==> config.mk <==
export PLATFORM = sky130hd
export DESIGN_NAME = dram_arbiter
export DESIGN_NICKNAME = d
export VERILOG_FILES = /design/src/rtl/dram_arbiter.sv
export SDC_FILE = /design/constraint.sdc
export NUM_CORES = 1
export LEC_CHECK = 0
export ABC_AREA = 1
export BUFFER_PORTS_ARGS = -buffer_cell sky130_fd_sc_hd__buf_2
export CAP_MARGIN = 10
export CORE_ASPECT_RATIO = 2
export CORE_MARGIN = 4
export CORE_UTILIZATION = 52
export CTS_BUF_LIST = sky130_fd_sc_hd__clkbuf_16
export CTS_CLUSTER_SIZE = 16
export DETAILED_ROUTE_END_ITERATION = 8
export PLACE_DENSITY = 0.8
export SYNTH_ARGS = -nofsm -noshare
export SYNTH_HDL_FRONTEND = slang
export SYNTH_SLANG_ARGS = --single-unit
==> constraint.sdc <==
create_clock -name clk -period 5.4 [get_ports clk]
set_input_delay 0 -clock clk [delete_from_list [all_inputs] [get_ports clk]]
set_output_delay 0 -clock clk [all_outputs]
set_load 0.005 [all_outputs]
==> src/rtl/dram_arbiter.sv <==
// Round-robin arbiter that shares one DRAM command port among NREQ requesters.
// An in-order tag FIFO sends each dram_valid response back to the requester that issued it.
module dram_arbiter #(
    parameter int NREQ   = 3,
    parameter int AW     = 32,
    parameter int DW     = 32,
    parameter int MAXOUT = 4
) (
    input  logic                    clk,
    input  logic                    rst_x,
    input  logic [NREQ-1:0]         req,
    input  logic [NREQ*AW-1:0]      req_addr,
    input  logic [NREQ*DW-1:0]      req_wdata,
    input  logic [NREQ*4-1:0]       req_we,
    output logic [NREQ-1:0]         ack,
    output logic [NREQ-1:0]         rsp_valid,
    output logic [DW-1:0]           rsp_rdata,
    output logic [AW-1:0]           rsp_addr,
    output logic [3:0]              rsp_we,
    output logic                    dram_oe,
    output logic [AW-1:0]           dram_addr,
    output logic [DW-1:0]           dram_wdata,
    output logic [3:0]              dram_we,
    input  logic                    dram_busy,
    input  logic                    dram_valid,
    input  logic [DW-1:0]           dram_rdata,
    output logic [$clog2(MAXOUT):0] outstanding
);
    localparam int IW = $clog2(NREQ);
    localparam int PW = $clog2(MAXOUT);
    localparam logic [PW:0] FULL = (PW+1)'(MAXOUT);

    logic [IW-1:0]   r_rr;
    logic [NREQ-1:0] r_ack;
    logic            r_dram_oe;
    logic [AW-1:0]   r_dram_addr;
    logic [DW-1:0]   r_dram_wdata;
    logic [3:0]      r_dram_we;
    logic [NREQ-1:0] r_rsp_valid;
    logic [DW-1:0]   r_rsp_rdata;
    logic [AW-1:0]   r_rsp_addr;
    logic [3:0]      r_rsp_we;
    logic [PW-1:0]   r_wr_ptr;
    logic [PW-1:0]   r_rd_ptr;
    logic [PW:0]     r_count;
    logic            r_err;
    logic [IW-1:0]   r_tag_owner [MAXOUT];
    logic [AW-1:0]   r_tag_addr  [MAXOUT];
    logic [3:0]      r_tag_we    [MAXOUT];

    logic [NREQ-1:0] w_elig;
    logic            w_found;
    logic [IW-1:0]   w_win;
    logic [IW-1:0]   w_rr_next;
    int              w_dist;
    int              w_best;
    logic [NREQ-1:0] w_win_1h;
    logic [NREQ-1:0] w_head_1h;
    logic [AW-1:0]   w_sel_addr;
    logic [DW-1:0]   w_sel_wdata;
    logic [3:0]      w_sel_we;
    logic            w_issue;
    logic            w_pop;

    // A requester being acked this cycle still shows the request we already accepted.
    assign w_elig    = req & ~r_ack;
    assign w_issue   = w_found && !dram_busy && ((r_count < FULL) || dram_valid);
    assign w_pop     = dram_valid && (r_count != '0);
    assign w_rr_next = (w_win == IW'(NREQ-1)) ? '0 : w_win + IW'(1);

    // Winner is the eligible requester at the smallest circular distance from r_rr.
    always_comb begin
        // NOTE: every variable gets a default before the loop so no latch is inferred.
        w_found = 1'b0;
        w_win   = '0;
        w_best  = NREQ;
        w_dist  = 0;
        for (int i = 0; i < NREQ; i++) begin
            w_dist = (i >= int'(r_rr)) ? i - int'(r_rr) : i + NREQ - int'(r_rr);
            if (w_elig[i] && (w_dist < w_best)) begin
                w_found = 1'b1;
                w_best  = w_dist;
                w_win   = IW'(i);
            end
        end
    end

    always_comb begin
        w_win_1h    = '0;
        w_head_1h   = '0;
        w_sel_addr  = '0;
        w_sel_wdata = '0;
        w_sel_we    = '0;
        for (int i = 0; i < NREQ; i++) begin
            if (w_win == IW'(i)) begin
                w_win_1h[i] = 1'b1;
                w_sel_addr  = req_addr[i*AW +: AW];
                w_sel_wdata = req_wdata[i*DW +: DW];
                w_sel_we    = req_we[i*4 +: 4];
            end
            if (r_tag_owner[r_rd_ptr] == IW'(i)) begin
                w_head_1h[i] = 1'b1;
            end
        end
    end

    always_ff @(posedge clk or negedge rst_x) begin
        // NOTE: sequential state uses non-blocking assignments so all registers update together.
        if (!rst_x) begin
            r_rr         <= '0;
            r_ack        <= '0;
            r_dram_oe    <= 1'b0;
            r_dram_addr  <= '0;
            r_dram_wdata <= '0;
            r_dram_we    <= '0;
        end else begin
            r_ack     <= w_issue ? w_win_1h : '0;
            r_dram_oe <= w_issue;
            if (w_issue) begin
                r_rr         <= w_rr_next;
                r_dram_addr  <= w_sel_addr;
                r_dram_wdata <= w_sel_wdata;
                r_dram_we    <= w_sel_we;
            end
        end
    end

    always_ff @(posedge clk or negedge rst_x) begin
        if (!rst_x) begin
            r_wr_ptr    <= '0;
            r_rd_ptr    <= '0;
            r_count     <= '0;
            r_err       <= 1'b0;
            r_rsp_valid <= '0;
            r_rsp_rdata <= '0;
            r_rsp_addr  <= '0;
            r_rsp_we    <= '0;
        end else begin
            if (w_issue) r_wr_ptr <= r_wr_ptr + PW'(1);
            if (w_pop)   r_rd_ptr <= r_rd_ptr + PW'(1);
            case ({w_issue, w_pop})
                2'b10:   r_count <= r_count + 1'b1;
                2'b01:   r_count <= r_count - 1'b1;
                default: r_count <= r_count;
            endcase
            // A response with nothing in flight is dropped and remembered.
            if (dram_valid && (r_count == '0)) r_err <= 1'b1;
            r_rsp_valid <= w_pop ? w_head_1h : '0;
            if (w_pop) begin
                r_rsp_rdata <= dram_rdata;
                r_rsp_addr  <= r_tag_addr[r_rd_ptr];
                r_rsp_we    <= r_tag_we[r_rd_ptr];
            end
        end
    end

    // NOTE: tag storage is not reset; entries are only read while r_count says they are valid.
    always_ff @(posedge clk) begin
        if (w_issue) begin
            r_tag_owner[r_wr_ptr] <= w_win;
            r_tag_addr[r_wr_ptr]  <= w_sel_addr;
            r_tag_we[r_wr_ptr]    <= w_sel_we;
        end
    end

    a_no_stray_rsp: assert property (@(posedge clk) disable iff (!rst_x) !$rose(r_err))
        else $warning("dram_arbiter: dram_valid arrived with no command outstanding");

    assign ack         = r_ack;
    assign dram_oe     = r_dram_oe;
    assign dram_addr   = r_dram_addr;
    assign dram_wdata  = r_dram_wdata;
    assign dram_we     = r_dram_we;
    assign rsp_valid   = r_rsp_valid;
    assign rsp_rdata   = r_rsp_rdata;
    assign rsp_addr    = r_rsp_addr;
    assign rsp_we      = r_rsp_we;
    assign outstanding = r_count;
endmodule

; Word level (Yosys, flattened, before mapping)
; Memory sizes are Yosys's and may differ from the RTL's. A register that Yosys moved wholly into a read port is not among the register bits.
; Index checks and enable logic that the tools add are counted.
; W data, S select, Z words.
[classes]
addsub = 11
order_cmp = 7
n_eq_ne = 6
mux = 31
bitwise_logic = 2
reduce_logical = 14
[op_table]
columns = cell, count
row1 = $mux W32, 11
row2 = $lt A32 B32 Y1, 2
row3 = $lt A32 B3 Y1 const B, 1
row4 = $mux W1, 12
row5 = $mux W4, 3
row6 = $sub A3 B2 Y4 const A, 2
row7 = $add A2 B1 Y2 const B, 3
row8 = $eq A2 B1 Y1 const B, 3
row9 = $eq A2 B2 Y1 const B, 3
row10 = $logic_and A1 B1 Y1, 6
row11 = $mux W3, 2
row12 = $pmux W3 S2, 1
row13 = $sub A1 B2 Y3 const A, 2
row14 = $sub A2 B2 Y3 const A, 2
row15 = $ge A1 B2 Y1 const A, 2
row16 = $logic_not A2 Y1, 2
row17 = $mux W2, 2
row18 = $add A3 B1 Y3 const B, 1
row19 = $and A3 B3 Y3, 1
row20 = $logic_not A1 Y1, 3
row21 = $lt A3 B3 Y1 const B, 1
row22 = $not A3 Y3, 1
row23 = $reduce_bool A3 Y1, 1
row24 = $sub A3 B1 Y3 const B, 1
row25 = 3 further kinds, 3
[word_totals]
register_bits = 116
ramBits = 152
in_bits = 243
output_inout_bits = 146
wordCells = 85
memories = 3
[memory_table]
columns = memory, words, word_bits, rd, rd_ports_with_merged_regs, wr, line
row1 = r_tag_addr, 4, 32, 1, 1, 1, 48  ; logic [AW-1:0] r_tag_addr [MAXOUT];
row2 = r_tag_we, 4, 4, 1, 1, 1, 49  ; logic [3:0] r_tag_we [MAXOUT];
row3 = r_tag_owner, 4, 2, 1, 0, 1, 47  ; logic [IW-1:0] r_tag_owner [MAXOUT];

; Logic depth before layout (Yosys ltp)
; Gate-level depths: netlist of the first run.
[logic_depth]
depth_word = 15
ltp_mapped = 29
depth_no_buf = 27

; Worst setup path before layout of the first run
; No wires, ideal clock.
[synth_path]
kind = flip-flop to flip-flop
start = reg r_rr[1]
end = mem r_tag_addr[0][0], enable pin
setup_ps = 433
t_arrival_ps = 4351
t_required_ps = 4967
setup_slack_ps = 616
stages_incl_launch_ff = 24
path_buffers = 2
period_less_slack_ps = 4784
path_cell_list = dfrtp_1 -> inv_1 -> ha_1 -> nor2_1 -> ha_1 -> inv_1 -> nand2_1 -> nor2_1 -> nand2_2 -> nand2_4 -> inv_2 -> clkbuf_1 -> o21ai_0 -> ha_1 -> nand2_1 -> nand2_1 -> nand2_1 -> nand2_2 -> nand2_2 -> nand2_2 -> nand2_1 -> nand2_2 -> buf_2 -> nor2_1
[synth_via]
elab_chain_cells = 15
elab_cells_between_ends = 27
classes_between = add/sub (6) / order compare (6) / mux (10) / reduce/logical (5)
[synth_lines]
columns = item, line
row1 = start: declaration, 33  ; logic [IW-1:0] r_rr;
row2 = start signal: assignment, 120  ; r_rr <= w_rr_next;
row3 = $sub A2 B2 Y3 (tied with other cells), 79  ; w_dist = (i >= int'(r_rr)) ? i - int'(r_rr) : i + NREQ - int'(r_rr);
row4 = $mux W32, 79
row5 = $lt A32 B3 Y1, 80  ; if (w_elig[i] && (w_dist < w_best)) begin
row6 = $logic_and A1 B1 Y1, 80
row7 = $mux W32, 80
row8 = $lt A32 B32 Y1, 80
row9 = $logic_and A1 B1 Y1, 80
row10 = $mux W32, 80
row11 = $lt A32 B32 Y1, 80
row12 = $logic_and A1 B1 Y1, 80
row13 = $mux W1 *, 80
row14 = $logic_and A1 B1 Y1 * (2 in a row), 67  ; assign w_issue = w_found && !dram_busy && ((r_count < FULL) || dram_valid);
row15 = $mux W1 *, 159  ; if (w_issue) begin
row16 = $mux W1 (implied by the code) *, 161  ; r_tag_addr[r_wr_ptr] <= w_sel_addr;
row17 = end: declaration, 48
; Mark *: on every way between the ends. The rest lies on a longest branch, timed or not.

; Worst setup path in the final report of the first run
[layout_path]
start = reg r_rr[1]
end = reg r_dram_addr[5], in the netlist dram_addr[5]
[layout_via]
elab_chain_cells = 15
elab_cells_between_ends = 33
classes_between = add/sub (6) / order compare (6) / eq/ne (2) / mux (13) / reduce/logical (6)
[layout_lines]
columns = item, line
row1 = $sub A2 B2 Y3 (tied with other cells), 79
row2 = $mux W32, 79
row3 = $lt A32 B3 Y1, 80
row4 = $logic_and A1 B1 Y1, 80
row5 = $mux W32, 80
row6 = $lt A32 B32 Y1, 80
row7 = $logic_and A1 B1 Y1, 80
row8 = $mux W32, 80
row9 = $lt A32 B32 Y1, 80
row10 = $logic_and A1 B1 Y1, 80
row11 = $mux W2 *, 80
row12 = $logic_not A2 Y1, 95  ; if (w_win == IW'(i)) begin
row13 = $mux W32 (2 in a row), 95
row14 = $mux W32 *, 95
row15 = via w_sel_addr[5], 59  ; logic [AW-1:0] w_sel_addr;
row16 = end signal: assignment, 121  ; r_dram_addr <= w_sel_addr;
row17 = end: declaration, 36  ; logic [AW-1:0] r_dram_addr;
; Mark *: on every way through the listed nets, which the timed path passes. The rest lies on a longest branch.
; A chain may end at the register's enable or synchronous reset.

==> impl_metrics.csv, run 1 <==
group,metric,value,unit
timing,fin_setup_tns,0,ps
cts,post_cts_buffers,0,
worst_setup_path,crit_top_cell,"nand2_1",
cts,cts_tree,"done",
run,drv_cap,0,
timing,fmax,0.219,GHz
placed_design,gp_congestion,0.921,
die,die_w,121,µm
die,fp.coreArea,25000,µm²
synth,synth_top_family_by_area,"simple AND/OR/NAND/NOR gates",
synth,ys_seq_area_frac,0.634,
synth,ys_warn_count,0,
cts,clock-root-buffer,"clkbuf_16",
worst_setup_path,cp_top_family,"buffers and inverters",
worst_setup_path,startpoint_type,"register",
route,wl_per_cell,17.9,µm
synth,syn-instance-count,1379,
timing,setup_viol,0,
worst_setup_path,crit_path_cell_trace,"inv_1, ha_1, nor2_1, ha_1, nand2_1, nand2_2, nand2_4, inv_2, o21ai_0, ha_1, nand2_1, nand2_1, nand2_1, nand2_2, a21boi_4, buf_12, nand2_1, nand3_1, dlygate4sd3_1, nand2_1, nand2_1",
cts,htreeDepth,1,
worst_setup_path,cpPeakStageDelay,820,ps
power_and_ir_drop,irDropWorstVdd,537,µV
synth,yosys.area_share.simple,0.252,
placed_design,dp_cells,2027,
global_route,grtUsageTotal,0.282,
cts,cts.clk_slew.worst_paths,70,ps
die,initial_core_util,0.528,
worst_setup_path,cpMaxStageDelayCell,"a21boi_4",
timing,rsz0062_at_grt,"false",
power_and_ir_drop,leakagePower,8.37,nW
cells_and_area,antenna_cells,0,
synth,syn_avg_cell_area,9.58,µm²
worst_setup_path,critPathMaxFanout,47,
global_route,grt_max_degree,138,
synth,synth-compound-area-share,0.0522,
worst_setup_path,crit_arrival,5040,ps
timing,period_needed,4570,ps
cells_and_area,nFillCells,1797,
die,num_io_pins,389,
route,drt_iter0_drc,733,
cts,cts_sinks,304,
timing,clock-skew-final,19.0,ps
timing,maxSlewViolCount,0,
cells_and_area,layout-drive-gt1-share,0.241,
timing,maxSlewHeadroom,0.236,
timing,period_share,0.847,
synth,synth-xor-area-share,0.00265,
synth,syn-num-nets,1638,
timing,hold_viol_final,0,
cts,clkLatencyLatePin,530,ps
die,fp.dieH,233,µm
route,routed_wirelength,40.3,mm
cells_and_area,final_nets,2151,
synth,synth_fa_ha_area_frac,0.0157,
power_and_ir_drop,powerDensity,641,nW/µm²
synth,ys_types,28,
cells_and_area,final_cells,2248,
global_route,grt_pass1_wl,62.7,mm
worst_setup_path,crit_type,"reg -> reg",
cts,clockBufferDepth,3,
synth,synth.area.top_cells,"edfxtp_1, dfrtp_1, nand2_1",
global_route,antenna_found_initial,0,
route,vias,12100,
worst_setup_path,worstPathRequired,5870,ps
global_route,grt_pass1_vias,12300,
route,viasPerCell,5.40,
route,ant_nets,0,
cts,numCtsBuffers,26,
synth,synthMuxAreaShare,0,
synth,synth_top_area_share,0.346,
timing,worst_slew_pin_slew,1150,ps
synth,ys_ff_latch,304,
route,drtPass1Iterations,5,
status,status,"finished, final reports clean",
worst_setup_path,crit_buf_inv,4,
cells_and_area,syn_to_final_growth,35.3,%
worst_setup_path,r2r_start,"r_rr[1]",
global_route,globalRouteOverflowTotal,0,
die,dieArea,28200,µm²
worst_setup_path,end_kind,"register",
route,drc_errors,0,
synth,netlist_area,13200,µm²
placed_design,post-dp-hpwl,24.8,mm
hold_path,min_path_type,"in -> async",
placed_design,port_buffers,388,
synth,synth_top_cell_by_area,"edfxtp_1",
worst_setup_path,setup.worst_path.start,"r_rr[1]",
die,rows,82,
==> path summary, 6_finish.rpt <==
| kind | endpoint | slack, ps | cells past startpoint |
|---|---|---|---|
| worst max register to register | dram_addr[5] | 830 | 21 |
| worst min-delay path | outstanding[0] | 90 | 2 |
| worst min register to register | rsp_rdata[31] | 470 | 2 |
| min in group clk | rsp_rdata[25] | 210 | 4 |
| max in group asynchronous | r_rd_ptr[0] | 3920 | 3 |
| worst max-delay path | dram_addr[5] | 830 | 21 |
==> stage by stage <==
step / setup WS [ps] / util / hold WS [ps] / cell area (µm²) / power (mW)
2_1_floorplan: 616 / - / -296 / 13200 / 7.07
3_3_place_gp: 1280 / 0.611 / 143 / 15300 / 8.52
3_5_place_dp: 1090 / 0.611 / 163 / 15300 / 8.71
4_1_cts: 882 / 0.714 / 157 / 17900 / 11.4
5_1_grt: 461 / 0.714 / 217 / 17900 / 12.2
6_report: 828 / 0.714 / 92.8 / 17900 / 11.4
==> routing by layer <==
layer  vias to the layer above  track usage  wire length (µm)
li1                       5625            -                 -
met1                      5704        0.316             14100
met2                       685        0.506             20800
met3                       135       0.0414              2950
met4                         0        0.158              2510
met5                         -            0                 0
==> cells in the final DEF, fill, tap and decap left out, types with 3 or more instances in the layout <==
cell type	Yosys	layout
a21oi_1	5	5
a31oi_1	37	36
buf_2	17	387
buf_4	11	13
clkbuf_16	0	28
clkinv_1	1	8
clkinv_2	0	4
clkinv_4	0	3
dfrtp_1	152	150
dlygate4sd3_1	0	173
edfxtp_1	152	152
ha_1	15	15
inv_1	29	30
inv_2	2	4
nand2_1	394	394
nand2_2	5	3
nand2_4	1	3
nand3_1	209	209
nor2_1	195	191
nor2_4	0	4
o21ai_0	79	79
xor2_1	3	3
==> cell type report <==
type                       instances  area, µm²  share of cell area
clock buffer                      28        701              0.0392
clock inverter                    20        129             0.00721
inverter                          32        120             0.00672
multi-input combinational        952       4310               0.241
sequential                       304       8370               0.468
tap                              336        420              0.0235
timing repair buffer             576       3820               0.214
==> where the power goes <==
group          internal, mW  switching, mW  total (mW)  leakage (nW)
clock                 0.988          0.825        1.81         0.417
sequential             3.63          0.429        4.06          3.24
combinational          2.21           3.37        5.57          4.72
total                  6.83           4.62        11.4          8.37
==> synth_stat cells <==
cell and number:
nor3b_1 1, xor2_1 3, nor2_1 195, nor2_2 1, buf_4 11, dfrtp_1 152
inv_2 2, nand2_4 1, buf_6 8, clkbuf_1 42, clkinv_1 1, a21boi_4 1
a32oi_1 1, xnor2_1 1, ha_1 15, buf_1 13, buf_2 17, nand2_1 394
a31oi_1 37, nand2_2 5, a32o_1 1, fa_1 1, nand3_1 209, o21ai_0 79
a21oi_1 5, inv_1 29, nor3_1 2, edfxtp_1 152
==> logic make-up after synthesis <==
family | after synthesis
compound gates | 124
xor+xnor | 4
fa+ha+maj | 16
buf+inv | 123
flops | 304
simple gates | 808
==> sequential cells by signal (all words and copies together) (netlist names), 3 cells and up <==
register	flops
r_tag_owner	8
dram_wdata	32
outstanding	3
rsp_valid	3
rsp_we	4
r_tag_addr	128
r_tag_we	16
rsp_rdata	32
rsp_addr	32
dram_addr	32
dram_we	4
ack	3
==> repair_timing <==
action | CTS | global route
resized for setup | 0 | 0
hold buffers | 173 | 0
endpoints found under the hold margin | 337 | 0
Note: power is estimated with default switching activity, not from simulation.
==> run 2, diff against run 1 <==
- ABC_AREA: 1 -> 0
- CORE_UTILIZATION: 52 -> 47
- PLACE_DENSITY: 0.8 -> 0.77
- clock period: 5.4 -> 3.86 ns (I/O delays scaled with it)
==> run 2 against run 1 <==
Core utilization down 2.6 points. Register-to-register slack got worse by 810 ps. Cell count fell by 9.3%. First-iteration DRC count up 4.8%. Largest cell class unchanged. Largest power group unchanged. Highest routed layer unchanged.
==> impl_metrics.csv, run 2 <==
group,metric,value,unit
status,status,"finished, final reports clean",
cts,htreeDepth,1,
timing,clock-skew-final,15.2,ps
cells_and_area,finalInstanceArea,18900,µm²
cells_and_area,nFillCells,1778,
synth,synthArstFlopShare,0.500,
worst_setup_path,critPathMaxFanout,54,
synth,synth_top_cell_by_area,"edfxtp_1",
synth,ys.flop_type,"edfxtp_1",
worst_setup_path,worstPathRequired,4120,ps
cts,clockBufferDepth,3,
global_route,grt_use_met1,0.308,
route,drt_iter0_drc,768,
cells_and_area,layout-drive-gt1-share,0.326,
worst_setup_path,startpoint_type,"register",
die,fp.dieH,245,µm
hold_path,hp-start,"req_addr[60]",
timing,fin_setup_tns,0,ps
route,ant_nets,0,
cts,numCtsBuffers,26,
synth,synth-compound-area-share,0.0772,
power_and_ir_drop,powerDensity,813,nW/µm²
global_route,globalRouteOverflowTotal,0,
synth,synth_fa_ha_area_frac,0.0158,
worst_setup_path,crit_arrival,4110,ps
cells_and_area,syn_to_final_growth,44.1,%
cells_and_area,final_cell_mix,"buf_2, nand2_1, dlygate4sd3_1, edfxtp_1, dfrtp_1",
synth,ys_ff_latch,304,
cells_and_area,largest_register_ffs,128,
global_route,antenna_found_initial,3,
placed_design,post_dp_cell_area,15600,µm²
synth,yosys.area_share.simple,0.102,
cells_and_area,utilization,0.688,
die,initial_core_util,0.478,
cells_and_area,seqCellArea,8370,µm²
timing,fin_ws,13.4,ps
global_route,grt_pass1_vias,11900,
timing,setup_viol,0,
die,die_w,126,µm
placed_design,place_ws,-98.2,ps
cts,cts.clk_slew.worst_paths,70,ps
synth,ys_warn_count,0,
cells_and_area,final_nets,1924,
worst_setup_path,crit_type,"reg -> reg",
power_and_ir_drop,irDropWorstVdd,540,µV
timing,period_share,0.997,
placed_design,port_buffers,388,
synth,ys_seq_area_frac,0.636,
timing,maxSlewHeadroom,0.358,
die,fp.coreArea,27500,µm²
global_route,use_met3,0.0507,
power_and_ir_drop,power,15.4,mW
route,drtPass1Iterations,5,
worst_setup_path,end_kind,"register",
global_route,grt_max_degree,90,
synth,ys_types,40,
die,num_io_pins,389,
timing,maxSlewViolCount,0,
cells_and_area,final_cells,2039,
synth,yosysMostFrequentCell,"nand2_1",
route,wl_per_cell,21.0,µm
cts,clock-root-buffer,"clkbuf_16",
die,dieArea,30900,µm²
synth,synth-xor-area-share,0.00400,
synth,synth.area.top_cells,"edfxtp_1, dfrtp_1, nand2_1",
timing,holdWs,45.6,ps
cells_and_area,regMostFlops,"r_tag_addr",
route,drc_errors,0,
power_and_ir_drop,leakagePower,8.52,nW
synth,synth-edff-count,152,
timing,period_needed,3850,ps
timing,worst_slew_pin_slew,963,ps
synth,synthMuxAreaShare,0.119,
global_route,use_met2,0.460,
synth,syn-num-nets,1300,
synth,netlist_top_cells_count,"nand2_1, dfrtp_1, edfxtp_1",
synth,syn-instance-count,1041,
timing,rsz0062_at_grt,"true",
timing,hold_viol_final,0,
global_route,grt_pass1_wl,65.4,mm
cts,cts_tree,"done",
worst_setup_path,r2r_start,"r_rr[1]",
cells_and_area,multi_input_area,4280,µm²
synth,synth_top_family_by_area,"multiplexers",
timing,fmax,0.260,GHz
placed_design,dp_cells,1741,
worst_setup_path,setup.worst_path.start,"r_rr[1]",
hold_path,min_path_type,"in -> reg",
synth,synth_top_area_share,0.347,
die,rows,86,
route,viasPerCell,5.44,
route,routed_wirelength,42.9,mm
cts,cts_sinks,304,
synth,syn_avg_cell_area,12.6,µm²
synth,netlist_area,13200,µm²
placed_design,gp_congestion,0.878,
route,vias,11100,
run,drv_cap,0,
cts,clkLatencyLatePin,540,ps
cells_and_area,layout_commonest_cell,"buf_2",
placed_design,post-dp-hpwl,24.2,mm
global_route,grtUsageTotal,0.269,
global_route,grt-busiest-layer,"met2",
## run 2: final cells by class
type,instances,area share
multi-input cells,590,0.226
diodes,3,0.000396
well taps,352,0.0232
inverters,85,0.0168
repair buffers,658,0.249
clock buffers,27,0.0357
clock inverters,20,0.00726
flip-flops and latches,304,0.442
## run 2: worst paths after layout
kind,slack [ps],end,cells past startpoint
min in group asynchronous,70,outstanding[0],2
setup reg to reg,10,r_tag_addr[1][4],16
hold / removal,50,r_tag_addr[2][28],3
max in group asynchronous,2910,dram_wdata[31],3
hold reg to reg,470,rsp_addr[15],2
setup / recovery,10,r_tag_addr[1][4],16
## run 2: per-layer routing
metal | up-vias | routed length (µm)
met5 | - | 0
met4 | 0 | 3290
met3 | 219 | 3060
met2 | 674 | 21700
met1 | 5293 | 14800
li1 | 4906 | -
## run 2: kinds of logic (layout without fill, tap and decap cells)
family | count (synthesis) | count (layout)
adders and majority gates | 16 | 16
xor gates and xnor gates | 6 | 6
DFF | 304 | 304
other | 0 | 3
AOI/OAI and AO/OA | 118 | 118
and+or+nand+nor | 341 | 341
buffers and inverters | 147 | 790
muxes | 109 | 109
## run 2: power by group
part,switching [mW],internal (mW),total (mW)
sequential,0.624,5.14,5.76
clock,1.18,1.34,2.52
combinational,4.00,3.13,7.13
## run 2: worst max-delay path, cell delays in order (launching register included)
cell and delay [ps]:
dfrtp_1 400, inv_2 80, ha_1 210, nor3b_2 230, ha_2 240, nor3b_4 60, a21oi_2 190, nor2_4 70
nor2_1 90, a21oi_1 50, ha_1 300, nand3_1 110, a311oi_2 320, a211o_2 190, buf_4 470, nor2_1 80
a21oi_1 440
## run 2: repair_timing
action	4_1_cts	5_1_grt
setup buffers	1	6
endpoints found under the hold margin	335	0
pin swaps	0	12
hold buffers	239	0
gates resized for setup	4	13
cloned	0	2
endpoints found under the setup margin	18	303
==> run 3, diff against run 2 <==
- ABC_AREA: 0 -> 1
==> run 3 against run 2 <==
Clock skew hardly changed. Design area is 2.4% lower. Power is 3.8% higher. Die area is 0.39% higher. Combinational power is 9.3% higher. Critical path type unchanged.
==> impl_metrics.csv, run 3 (same netlist as run 1, synthesis figures left out) <==
group,metric,value,unit
timing,setup_viol,0,
cells_and_area,regMostFlops,"r_tag_addr",
power_and_ir_drop,power,16.0,mW
die,fp.coreArea,27700,µm²
route,ant_nets,0,
cells_and_area,nFillCells,1988,
route,wl_per_cell,19.1,µm
worst_setup_path,cpPeakStageDelay,570,ps
global_route,grt_max_degree,138,
cells_and_area,final_cells,2319,
cells_and_area,layout-drive-gt1-share,0.242,
cts,cts_sinks,304,
cells_and_area,layout_commonest_cell,"nand2_1",
placed_design,gp_congestion,0.971,
worst_setup_path,startpoint_type,"register",
worst_setup_path,end_kind,"register",
cells_and_area,utilization,0.669,
cells_and_area,syn_to_final_growth,40.0,%
worst_setup_path,critPathMaxFanout,34,
timing,clock-skew-final,15.2,ps
timing,hold_viol_final,0,
route,vias,12500,
worst_setup_path,worstRegToRegCells,25,
placed_design,place_ws,272,ps
run,drv_cap,0,
timing,period_needed,3610,ps
route,drt_iter0_drc,920,
global_route,grt_pass1_wl,67.2,mm
cts,clkLatencyLatePin,530,ps
worst_setup_path,worstPathRequired,4280,ps
cells_and_area,largest_register_ffs,128,
global_route,grt_pass1_vias,12600,
hold_path,min_path_type,"in -> reg",
timing,fin_ws,250,ps
cts,clock-root-buffer,"clkbuf_16",
placed_design,port_buffers,388,
global_route,grtUsageTotal,0.273,
cts,cts.clk_slew.worst_paths,70,ps
placed_design,dp_cells,2055,
worst_setup_path,worstSetupEndpoint,"dram_wdata[24]",
power_and_ir_drop,irDropWorstVdd,678,µV
die,initial_core_util,0.478,
worst_setup_path,crit_type,"reg -> reg",
die,rows,86,
global_route,globalRouteOverflowTotal,0,
route,viasPerCell,5.40,
cells_and_area,final_cell_mix,"nand2_1, buf_2, dlygate4sd3_1, nand3_1, nor2_1",
timing,maxSlewViolCount,0,
worst_setup_path,crit_top_cell,"nand2_1",
power_and_ir_drop,powerDensity,865,nW/µm²
worst_setup_path,regToRegSetupSlack,250,ps
timing,period_share,0.935,
power_and_ir_drop,leakagePower,8.61,nW
die,dieArea,31000,µm²
global_route,antenna_found_initial,2,
status,status,"finished, final reports clean",
timing,fmax,0.277,GHz
worst_setup_path,crit_arrival,4030,ps
cts,htreeDepth,1,
cells_and_area,final_nets,2204,
cts,numCtsBuffers,26,
route,routed_wirelength,44.3,mm
worst_setup_path,r2r_end,"dram_wdata[24]",
timing,maxSlewHeadroom,0.249,
route,drtPass1Iterations,7,
die,fp.dieH,245,µm
die,die_w,127,µm
placed_design,post-dp-hpwl,26.6,mm
worst_setup_path,setup.worst_path.start,"r_rr[1]",
route,drc_errors,0,
die,num_io_pins,389,
timing,worst_slew_pin_slew,1120,ps
worst_setup_path,r2r_start,"r_rr[1]",
cts,clockBufferDepth,3,
worst_setup_path,cpMaxStageDelayCell,"dlygate4sd3_1",
cts,cts_tree,"done",
run 3: cell count changes in the layout (fill, tap and decap cells not counted), sizes merged, moves of 7 or more:
cell and delta:
nand3 +207, nor2 +153, nand2 +123, o21ai +77, mux2i -69, o221ai -68
inv -53, mux4 -38, a31oi +37, a21oi -33, dlygate4sd3 -28, clkinvlp -7
run 3: timing repair:
action | 4_1_cts | 5_1_grt
hold buffers | 211 | 0
setup endpoints to repair | 0 | 34
buffers inserted | 0 | 1
resized for setup | 0 | 7
endpoints found under the hold margin | 332 | 0
run 3: critical path, delay by kind of cell, from the launching register on:
kind / cells / cell delay, ps
and+or+nand+nor: 15 / 1120
buffers and inverters: 6 / 1170
AOI/OAI and AO/OA: 1 / 170
adders and majority gates: 3 / 580
DFF: 1 / 450
run 3: how the worst min path moves through the flow:
stage                   endpoint         start  slack [ps]  cells after the start
6_report          r_tag_we[1][3]     req_we[3]          10                      3
5_1_grt        r_tag_addr[1][26]  req_addr[26]          20                      3
4_1_cts            dram_addr[12]  req_addr[12]           2                      5
3_5_place_dp       dram_wdata[8]         rst_x         160                      1
3_3_place_gp       dram_wdata[7]         rst_x         150                      1
2_1_floorplan             ack[0]         rst_x        -300                      0
run 3: routing by layer:
layer / GRT usage / routed length, µm / share of wire / vias to the layer above
met5: 0 / 0 / 0 / -
met3: 0.0431 / 3570 / 0.081 / 162
met1: 0.307 / 15200 / 0.34 / 5849
li1: - / - / - / 5725
met4: 0.133 / 2570 / 0.058 / 0
met2: 0.497 / 23000 / 0.52 / 777
run 3: power breakdown:
| part | switching, mW | internal [mW] |
|---|---|---|
| clock | 1.14 | 1.47 |
| sequential | 0.514 | 5.09 |
| combinational | 4.96 | 2.83 |
run 3: final cells by class:
class,instances,area (µm²),area share
Tap cell,352,440,0.0238
Timing Repair Buffer,629,4390,0.238
Clock inverter,21,171,0.00927
Sequential cell,304,8370,0.453
Multi-Input combinational cell,952,4310,0.233
Antenna cell,2,5.00,0.000271
Clock buffer,27,676,0.0365
Inverter,32,120,0.00650
run 3: per-stage QoR:
step,hold WS (ps),area (µm²),TNS [ps]
2_1_floorplan,-296,13200,-45890
3_3_place_gp,147,15500,0
3_5_place_dp,159,15500,0
4_1_cts,1.73,18400,0
5_1_grt,20.9,18500,-212
6_report,14.1,18500,0
